### src/rtl/alu_seq_exec.sv
// EX-stage sequential ALU: decodes ALUop/funct, executes over a valid/ready handshake.
// Optional iterative multu enabled with `define ALU_SEQ_MULT_EN.
module alu_seq_exec #(
  parameter int WIDTH = 32,
  parameter int SHW   = $clog2(WIDTH)
) (
  input  logic             clk,
  input  logic             rst,
  input  logic             in_valid,
  output logic             in_ready,
  input  logic [1:0]       in_alu_op,
  input  logic [5:0]       in_funct,
  input  logic [WIDTH-1:0] in_a,
  input  logic [WIDTH-1:0] in_b,
  output logic             out_valid,
  input  logic             out_ready,
  output logic [WIDTH-1:0] out_result,
  output logic             out_zero,
  output logic             out_ovf
);

`ifdef ALU_SEQ_MULT_EN
  typedef enum logic [1:0] {S_IDLE = 2'd0, S_SHIFT = 2'd1, S_MULT = 2'd2, S_DONE = 2'd3} state_t;
`else
  typedef enum logic [1:0] {S_IDLE = 2'd0, S_SHIFT = 2'd1, S_DONE = 2'd3} state_t;
`endif

  typedef enum logic [3:0] {
    OP_ADD, OP_SUB, OP_AND, OP_OR, OP_XOR, OP_NOR, OP_SLT, OP_SLTU,
    OP_SLL, OP_SRL, OP_SRA, OP_MULTU
  } op_t;

  state_t           r_state;
  state_t           w_nextState;
  op_t              r_op;
  op_t              w_op;
  logic [WIDTH-1:0] r_result;
  logic             r_zero;
  logic             r_ovf;
  logic [WIDTH-1:0] r_acc;
  logic [SHW-1:0]   r_count;
  logic [WIDTH-1:0] w_bEff;
  logic [WIDTH-1:0] w_sum;
  logic             w_isSub;
  logic             w_addOvf;
  logic [WIDTH-1:0] w_aluRes;
  logic             w_aluOvf;
  logic [WIDTH-1:0] w_shiftNext;
  logic [SHW-1:0]   w_k;
  logic             w_isShift;
  logic             w_accept;
`ifdef ALU_SEQ_MULT_EN
  logic [WIDTH-1:0] r_mplr;
  logic [WIDTH-1:0] r_prod;
  logic [WIDTH-1:0] w_prodNext;
  logic             w_isMult;
`endif

  assign in_ready   = rst && (r_state == S_IDLE);
  assign w_accept   = in_valid && in_ready;
  assign out_valid  = (r_state == S_DONE);
  assign out_result = r_result;
  assign out_zero   = r_zero;
  assign out_ovf    = r_ovf;
  assign w_k        = in_b[SHW-1:0];
  assign w_isShift  = (w_op == OP_SLL) || (w_op == OP_SRL) || (w_op == OP_SRA);
`ifdef ALU_SEQ_MULT_EN
  assign w_isMult   = (w_op == OP_MULTU);
  assign w_prodNext = r_mplr[0] ? (r_prod + r_acc) : r_prod;
`endif

  // Unknown functs and the reserved ALUop fall back to add.
  always_comb begin
    w_op = OP_ADD;
    case (in_alu_op)
      2'b01: w_op = OP_SUB;
      2'b10: begin
        case (in_funct)
          6'b100000: w_op = OP_ADD;
          6'b100010: w_op = OP_SUB;
          6'b100100: w_op = OP_AND;
          6'b100101: w_op = OP_OR;
          6'b100110: w_op = OP_XOR;
          6'b100111: w_op = OP_NOR;
          6'b101010: w_op = OP_SLT;
          6'b101011: w_op = OP_SLTU;
          6'b000000: w_op = OP_SLL;
          6'b000010: w_op = OP_SRL;
          6'b000011: w_op = OP_SRA;
`ifdef ALU_SEQ_MULT_EN
          6'b011001: w_op = OP_MULTU;
`endif
          default:   w_op = OP_ADD;
        endcase
      end
      default: w_op = OP_ADD;
    endcase
  end

  always_comb begin
    w_isSub  = (w_op == OP_SUB);
    w_bEff   = w_isSub ? ~in_b : in_b;
    w_sum    = in_a + w_bEff + {{(WIDTH-1){1'b0}}, w_isSub};
    w_addOvf = (in_a[WIDTH-1] == w_bEff[WIDTH-1]) && (w_sum[WIDTH-1] != in_a[WIDTH-1]);
    w_aluRes = w_sum;
    w_aluOvf = 1'b0;
    case (w_op)
      OP_ADD, OP_SUB: w_aluOvf = w_addOvf;
      OP_AND:  w_aluRes = in_a & in_b;
      OP_OR:   w_aluRes = in_a | in_b;
      OP_XOR:  w_aluRes = in_a ^ in_b;
      OP_NOR:  w_aluRes = ~(in_a | in_b);
      OP_SLT:  w_aluRes = {{(WIDTH-1){1'b0}}, ($signed(in_a) < $signed(in_b))};
      OP_SLTU: w_aluRes = {{(WIDTH-1){1'b0}}, (in_a < in_b)};
      default: w_aluRes = w_sum;
    endcase
  end

  always_comb begin
    case (r_op)
      OP_SLL:  w_shiftNext = {r_acc[WIDTH-2:0], 1'b0};
      OP_SRL:  w_shiftNext = {1'b0, r_acc[WIDTH-1:1]};
      default: w_shiftNext = {r_acc[WIDTH-1], r_acc[WIDTH-1:1]};
    endcase
  end

  always_ff @(posedge clk) begin
    if (!rst) r_state <= S_IDLE;
    else      r_state <= w_nextState;
  end

  always_comb begin
    w_nextState = r_state;
    case (r_state)
      S_IDLE: begin
        if (w_accept) begin
          if (w_isShift && (w_k != '0)) w_nextState = S_SHIFT;
`ifdef ALU_SEQ_MULT_EN
          else if (w_isMult)            w_nextState = S_MULT;
`endif
          else                          w_nextState = S_DONE;
        end
      end
      S_SHIFT: if (r_count == SHW'(1)) w_nextState = S_DONE;
`ifdef ALU_SEQ_MULT_EN
      S_MULT:  if (r_count == '0) w_nextState = S_DONE;
`endif
      S_DONE:  if (out_ready) w_nextState = S_IDLE;
      default: w_nextState = S_IDLE;
    endcase
  end

  // Multiply reuses r_acc as the left-shifting multiplicand and r_count as the iteration counter.
  always_ff @(posedge clk) begin
    if (!rst) begin
      r_result <= '0;
      r_zero   <= 1'b0;
      r_ovf    <= 1'b0;
      r_acc    <= '0;
      r_count  <= '0;
      r_op     <= OP_ADD;
`ifdef ALU_SEQ_MULT_EN
      r_mplr   <= '0;
      r_prod   <= '0;
`endif
    end else begin
      case (r_state)
        S_IDLE: begin
          if (w_accept) begin
            r_op <= w_op;
            if (w_isShift && (w_k == '0)) begin
              r_result <= in_a;
              r_zero   <= (in_a == '0);
              r_ovf    <= 1'b0;
            end else if (w_isShift) begin
              r_acc   <= in_a;
              r_count <= w_k;
            end
`ifdef ALU_SEQ_MULT_EN
            else if (w_isMult) begin
              r_acc   <= in_a;
              r_mplr  <= in_b;
              r_prod  <= '0;
              r_count <= '1;
            end
`endif
            else begin
              r_result <= w_aluRes;
              r_zero   <= (w_aluRes == '0);
              r_ovf    <= w_aluOvf;
            end
          end
        end
        S_SHIFT: begin
          r_acc   <= w_shiftNext;
          r_count <= r_count - 1'b1;
          if (r_count == SHW'(1)) begin
            r_result <= w_shiftNext;
            r_zero   <= (w_shiftNext == '0);
            r_ovf    <= 1'b0;
          end
        end
`ifdef ALU_SEQ_MULT_EN
        S_MULT: begin
          r_acc  <= {r_acc[WIDTH-2:0], 1'b0};
          r_mplr <= {1'b0, r_mplr[WIDTH-1:1]};
          r_prod <= w_prodNext;
          if (r_count == '0) begin
            r_result <= w_prodNext;
            r_zero   <= (w_prodNext == '0);
            r_ovf    <= 1'b0;
          end else begin
            r_count <= r_count - 1'b1;
          end
        end
`endif
        default: ;
      endcase
    end
  end

endmodule

### config.mk
export PLATFORM = sky130hd
export DESIGN_NAME = alu_seq_exec
export DESIGN_NICKNAME = d
export VERILOG_FILES = /design/src/rtl/alu_seq_exec.sv
export SDC_FILE = /design/constraint.sdc
export NUM_CORES = 1
export LEC_CHECK = 0
export BUFFER_PORTS_ARGS = -buffer_cell sky130_fd_sc_hd__buf_2
export CORE_MARGIN = 4
export CORE_UTILIZATION = 43
export DETAILED_ROUTE_END_ITERATION = 8
export MAX_ROUTING_LAYER = met4
export PLACE_DENSITY_LB_ADDON = 0.08
export SYNTH_ARGS = -nofsm -noshare
export SYNTH_HDL_FRONTEND = slang
export SYNTH_SLANG_ARGS = --single-unit
### constraint.sdc
create_clock -name clk -period 8 [get_ports clk]
set_input_delay 1.6 -clock clk [delete_from_list [all_inputs] [get_ports clk]]
set_output_delay 1.6 -clock clk [all_outputs]
set_load 0.01 [all_outputs]
; ---- After elaboration in Yosys (flattened, before gate mapping)
; Index checks and enable logic that the tools add are counted.
[word_totals]
reg_bits = 77
in_bits = 76
out_inout_bits = 36
word_cells = 106
[classes]
add_sub_neg = 3
n_lt_le_gt_ge = 2
n_eq_ne = 34
mux = 34
n_bitwise = 5
reduce_logical = 21
[ops]
columns = operator, count
row1 = 32-bit two-way mux, 8
row2 = 32-bit one-hot mux with 2 select lines, 3
row3 = 32-bit one-hot mux with 6 select lines, 1
row4 = 32-bit zero test, 3
row5 = 32-bit less-than comparator, 2
row6 = 32-bit inverter, 2
row7 = 6-bit == test (second input constant), 7
row8 = 4-bit one-hot mux with 10 select lines, 1
row9 = 32-bit by 1-bit adder with 32-bit output, 1
row10 = 32-bit adder, 1
row11 = 32-bit AND, 1
row12 = 32-bit OR, 1
row13 = 32-bit bitwise XOR, 1
row14 = 4-bit == test (second input constant), 5
row15 = 4-bit by 3-bit == test with 1-bit output (second input constant), 4
row16 = 5-bit two-way mux, 3
row17 = 6-bit by 2-bit == test with 1-bit output (second input constant), 2
row18 = 5-bit one-hot mux with 2 select lines, 1
row19 = 1-bit two-way mux, 9
row20 = 4-bit by 2-bit == test with 1-bit output (second input constant), 2
row21 = 2-bit two-way mux, 4
row22 = 2-bit != test (second input constant), 4
row23 = 4-bit one-hot mux with 2 select lines, 1
row24 = 4-bit AND reduction, 2
row25 = 22 further kinds, 30

; ---- Longest topological paths before layout
[logic_depth]
word_depth = 14
ltp_mapped = 21
mapped_depth_nobuf = 20

; ---- Worst setup path before layout
; OpenSTA, ideal clock, no wires.
[synth_timing]
path_kind = input -> register
startpoint = in in_alu_op[0]
endpoint = reg r_zero, in the netlist out_zero
setup_time_ns = 0.059
arrival_time_ns = 6.557
t_required_ns = 7.941
setup_slack_ns = 1.383
stages = 21
path_buffers = 2
path_cell_list = inv_1 > ha_1 > or3b_4 > a21oi_4 > a21oi_2 > nor3_1 > clkbuf_1 > xnor2_1 > ha_1 > clkbuf_1 > a2111oi_0 > a211oi_1 > o21a_1 > o21ai_0 > or3_1 > a41oi_1 > or4b_1 > nor4_1 > nand4_1 > nor4_2 > a41o_1
[synth_between]
elab_chain_len = 12
word_cells_on_any_way = 27
cone_classes = add/sub: 2 / eq/ne: 13 / mux: 7 / reduce/logical: 5
[synth_lines]
columns = item, line_no
row1 = from (decl), 11  ; input logic [1:0] in_alu_op,
row2 = 2-bit == test / 2-bit by 1-bit == test with 1-bit output (equally long branches), 75  ; case (in_alu_op)
row3 = 4-bit one-hot mux with 2 select lines (*), 75
row4 = 4-bit by 1-bit == test with 1-bit output, 101  ; w_isSub = (w_op == OP_SUB);
row5 = 32-bit two-way mux, 102  ; w_bEff = w_isSub ? ~in_b : in_b;
row6 = 32-bit adder, 103  ; w_sum = in_a + w_bEff + {{(WIDTH-1){1'b0}}, w_isSub};
row7 = 32-bit by 1-bit adder with 32-bit output, 103
row8 = 32-bit one-hot mux with 6 select lines, 107  ; case (w_op)
row9 = 32-bit zero test, 189  ; r_zero <= (w_aluRes == '0);
row10 = 1-bit two-way mux, 175  ; end else if (w_isShift) begin
row11 = 1-bit two-way mux, 171  ; if (w_isShift && (w_k == '0)) begin
row12 = 1-bit two-way mux, 169  ; if (w_accept) begin
row13 = 1-bit one-hot mux with 2 select lines, 167  ; case (r_state)
row14 = to (signal assigned), 173  ; r_zero <= (in_a == '0);
row15 = to (signal assigned), 189
row16 = to (signal assigned), 199  ; r_zero <= (w_shiftNext == '0);
row17 = to (decl), 38  ; logic r_zero;
; Every way passes the cells marked *; elsewhere a longest branch is shown, timed or not. The select of a mux whose other input is x is not followed.
; A chain may end at the register's enable or synchronous reset.

; ---- Worst setup path in the final report
; Ends and elaborated chain as after synthesis.

==> reports/summary.txt <==
ROUTING
---------------------------------------------------------------------------------------
Post-detailed-route count of antenna-violating nets                                   0
Detail-routed net length per standard cell                                      23.2 um
Detailed Route WL                                                               40.3 mm
Number of violations reported at the end of detailed-routing iteration 0           1075
Via density                                                                        6.22
Post-route DRC                                                                        0
Total vias in the final route                                                     10800
Detailed Routing Iterations Pass 1                                                    5

CELLS AND AREA
---------------------------------------------------------------------------------------
Final Util                                                                        49.1%
Most common cell after layout, fill and taps aside                              a21oi_1
Antenna diode instance count                                                          0
Total Nets Final                                                                   1654
Top library cells by usage in the layout, fill and taps aside              a21oi_1, nand2_1, nor2_1
P&R area growth vs syn                                                            11.1%
Layout cells sized above 1                                                        12.7%

CTS
---------------------------------------------------------------------------------------
Clock-pin slew on the worst setup and hold paths                                  60 ps
Clock buffers created by TritonCTS                                                    9
Clock tree from TritonCTS                                                          done
Number of sinks handled by clock tree synthesis                                      77
Quantity of gates resized following cts                                               0
Latest clock arrival within the worst-skew pair                                  340 ps
Number of hold buffers added after cts                                                0
Cell at the root of the clock tree                                            clkbuf_16
Number of levels the H-tree was split into                                            3
Largest buffer count on any clock path                                                2
Number of buffers added for setup after CTS                                           0

TIMING
---------------------------------------------------------------------------------------
Max Clock Skew                                                                  4.22 ps
Count of endpoints failing hold in the final timing report                            0
Post-route fraction of the period consumed by the critical path                   92.4%
Final total negative setup slack                                                   0 ps
Final critical delay including setup and external delays                        7390 ps
WHS                                                                              448 ps
Final number of max-transition violations                                             0
Upper clock frequency limit                                                   0.135 GHz
Max_slew headroom                                                                 22.1%
Setup Viol. Count Final                                                               0
Transition at the pin with the smallest max-transition slack                    1160 ps
Setup repair after global routing missed its margin                                  no

YOSYS
---------------------------------------------------------------------------------------
Nets in the synthesized netlist                                                    1601
Commonest register cell after synthesis                                         dfxtp_1
Async S/R FF share, synth                                                            0%
Cell variety after synth                                                             87
Number of synthesized flops with an enable pin                                        0
Yosys warning count                                                                   0
Avg Synthesized Cell Area                                                    6.99 sq um
Cell area after synthesis                                                    9740 sq um
Post-Syn Instances                                                                 1394
Flip-flop and latch count after synthesis                                            77
Register area share after synthesis                                               15.8%

PLACE
---------------------------------------------------------------------------------------
Final RePlAce weighted congestion                                                 0.962
HPWL after DPL                                                                  30.8 mm
Port Buffer Count                                                                   111

FLOORPLANNING
---------------------------------------------------------------------------------------
Num rows                                                                             54
Starting density of the core                                                      44.2%
Die ar.                                                                     25100 sq um
Core area                                                                   22000 sq um
Vertical die dimension                                                           158 um
I/O pin count                                                                       112
Floorplan die width                                                              158 um

POWER
---------------------------------------------------------------------------------------
Part of the power in the clock network                                            25.0%
Fraction of power spent switching nets                                            42.1%
Combinational cell fraction of total power                                        47.6%
Leakage power total                                                             4.67 nW
Cell Pwr Density                                                            152 nW/um^2
Net switching power                                                              694 uW
Internal power of the cells                                                      954 uW
Worst voltage drop across the vdd grid                                       0.000102 V
Sequential Power Share                                                            27.4%

WORST SETUP PATH
---------------------------------------------------------------------------------------
Cell with the largest stage delay on the worst path                              nor3_2
Crit path max-delay family                                                 simple AND/OR/NAND/NOR gates
CP max FO                                                                            12
Worst path buffer plus inverter count                                                 2
Arrival @ worst endpoint                                                        7680 ps
Crit path required time                                                         8280 ps
Startpoint types                                                              input pin
Type of the setup path with the least slack                                      in2reg
Delay contributed by the slowest stage of the critical path                      940 ps
Critical Path Sink Type                                                            flop
Cell breakdown of the critical path                                        buf_2 -> inv_1 -> ha_1 -> or3b_4 -> a21oi_4 -> a21oi_4 -> nor3_2 -> xnor2_1 -> ha_1 -> a2111oi_0 -> a211oi_1 -> o21a_1 -> o21ai_0 -> or3_1 -> a41oi_1 -> or4b_1 -> nor4_1 -> nand4_1 -> nor4_2 -> a41o_1

JOB
---------------------------------------------------------------------------------------
Max-capacitance violation count                                                       0

GLOBAL ROUTE
---------------------------------------------------------------------------------------
Initial antenna violation count                                                       0
Wire length of the first global-routing pass                                    60.2 mm
Remaining global-route overflow                                                       0
Pin count of the biggest net entering global routing                                 70
Vias in the first global route                                                     9905
Gr usage total                                                                    32.2%

WORST HOLD PATH
---------------------------------------------------------------------------------------
Tightest Hold Check Type                                                        reg2reg

OUTCOME
---------------------------------------------------------------------------------------
Result of the run                                                          finished, final reports clean

==> metal layers <==
layer	share of wire (%)	wire length, um	GRT usage (%)
met5	0	0	-
met4	3.1	1230	8.73
met3	7.2	2890	4.38
met2	45	18000	49.5
met1	45	18100	44.3
==> Yosys cell counts, types with 7 or more instances <==
library cell	number	area (sq um)
or3_1	9	56.3
xor2_1	9	78.8
o31a_1	9	78.8
nor3_1	38	190
nor2_1	141	529
nand2_1	143	537
a31oi_1	12	75.1
o21a_1	7	52.6
inv_1	89	334
nor4_1	26	163
a211o_1	7	61.3
xnor2_1	38	333
a211oi_1	26	195
nor2b_1	10	62.6
o31ai_1	7	52.6
o21ai_0	79	395
a21oi_1	177	886
clkbuf_1	82	308
a22oi_1	9	67.6
o211ai_1	37	278
nand3_1	31	155
nand2b_1	16	100
mux2_2	8	90.1
ha_1	130	1630
a21o_1	20	150
dfxtp_1	77	1540
mux2i_1	8	80.1
nand4_1	15	93.8
a221oi_1	20	175
==> power by group through the flow <==
stage               combinational (mW)  sequential, mW  clock, mW
floorplan                        0.509           0.455          0
global placement                 0.773           0.458          0
detailed placement               0.771           0.457          0
CTS                              0.775           0.449      0.414
global route                     0.858           0.454      0.430
finish                           0.785           0.451      0.411
==> cells by family (layout without fill, tap and decap cells) <==
family                     count (synthesis)  count (layout)  synth area share (%)
AOI/OAI and AO/OA                        468             468                  31.1
xor gates and xnor gates                  47              47                  4.23
adders and majority gates                131             131                  16.9
buffers and inverters                    180             238                  7.04
DFF                                       77              77                  15.8
muxes                                     16              16                  1.75
and+or+nand+nor                          475             475                  23.2
==> worst min-delay path: stages, from the launching register on <==
cell	delay, ps
dfxtp_1	300
nand2_1	50
a21oi_1	50
==> state kept, by name (all words and copies together), names as in the netlist <==
name        count
out_zero        1
r_state         2
out_ovf         1
r_acc          32
r_count         5
r_op            4
out_result     32
==> final timing paths <==
kind	startpoint	endpoint	slack, ps	cells past startpoint
max	in_alu_op[0]	out_zero	610	20
max reg2reg	r_op[0]	out_zero	3750	11
min reg2reg	out_result[12]	out_result[12]	450	2
min	out_result[12]	out_result[12]	450	2
==> metrics by stage <==
step	cell area [sq um]	cells	setup WS (ps)	power, mW
6_report	10800	1732	607	1.65
5_1_grt	10800	1732	268	1.74
4_1_cts	10800	1732	683	1.64
2_1_floorplan	9740	1394	1380	0.964
3_3_place_gp	10500	1716	485	1.23
3_5_place_dp	10500	1716	351	1.23
==> final cells by class <==
type	instances	area [sq um]
clock inverter	5	50.0
clock buffer	11	243
timing repair buffer	133	721
inverter	89	334
tap	280	350
sequential	77	1540
fill	2360	11200
multi-input combinational	1137	7580
Note: power is estimated with default switching activity, not from simulation.
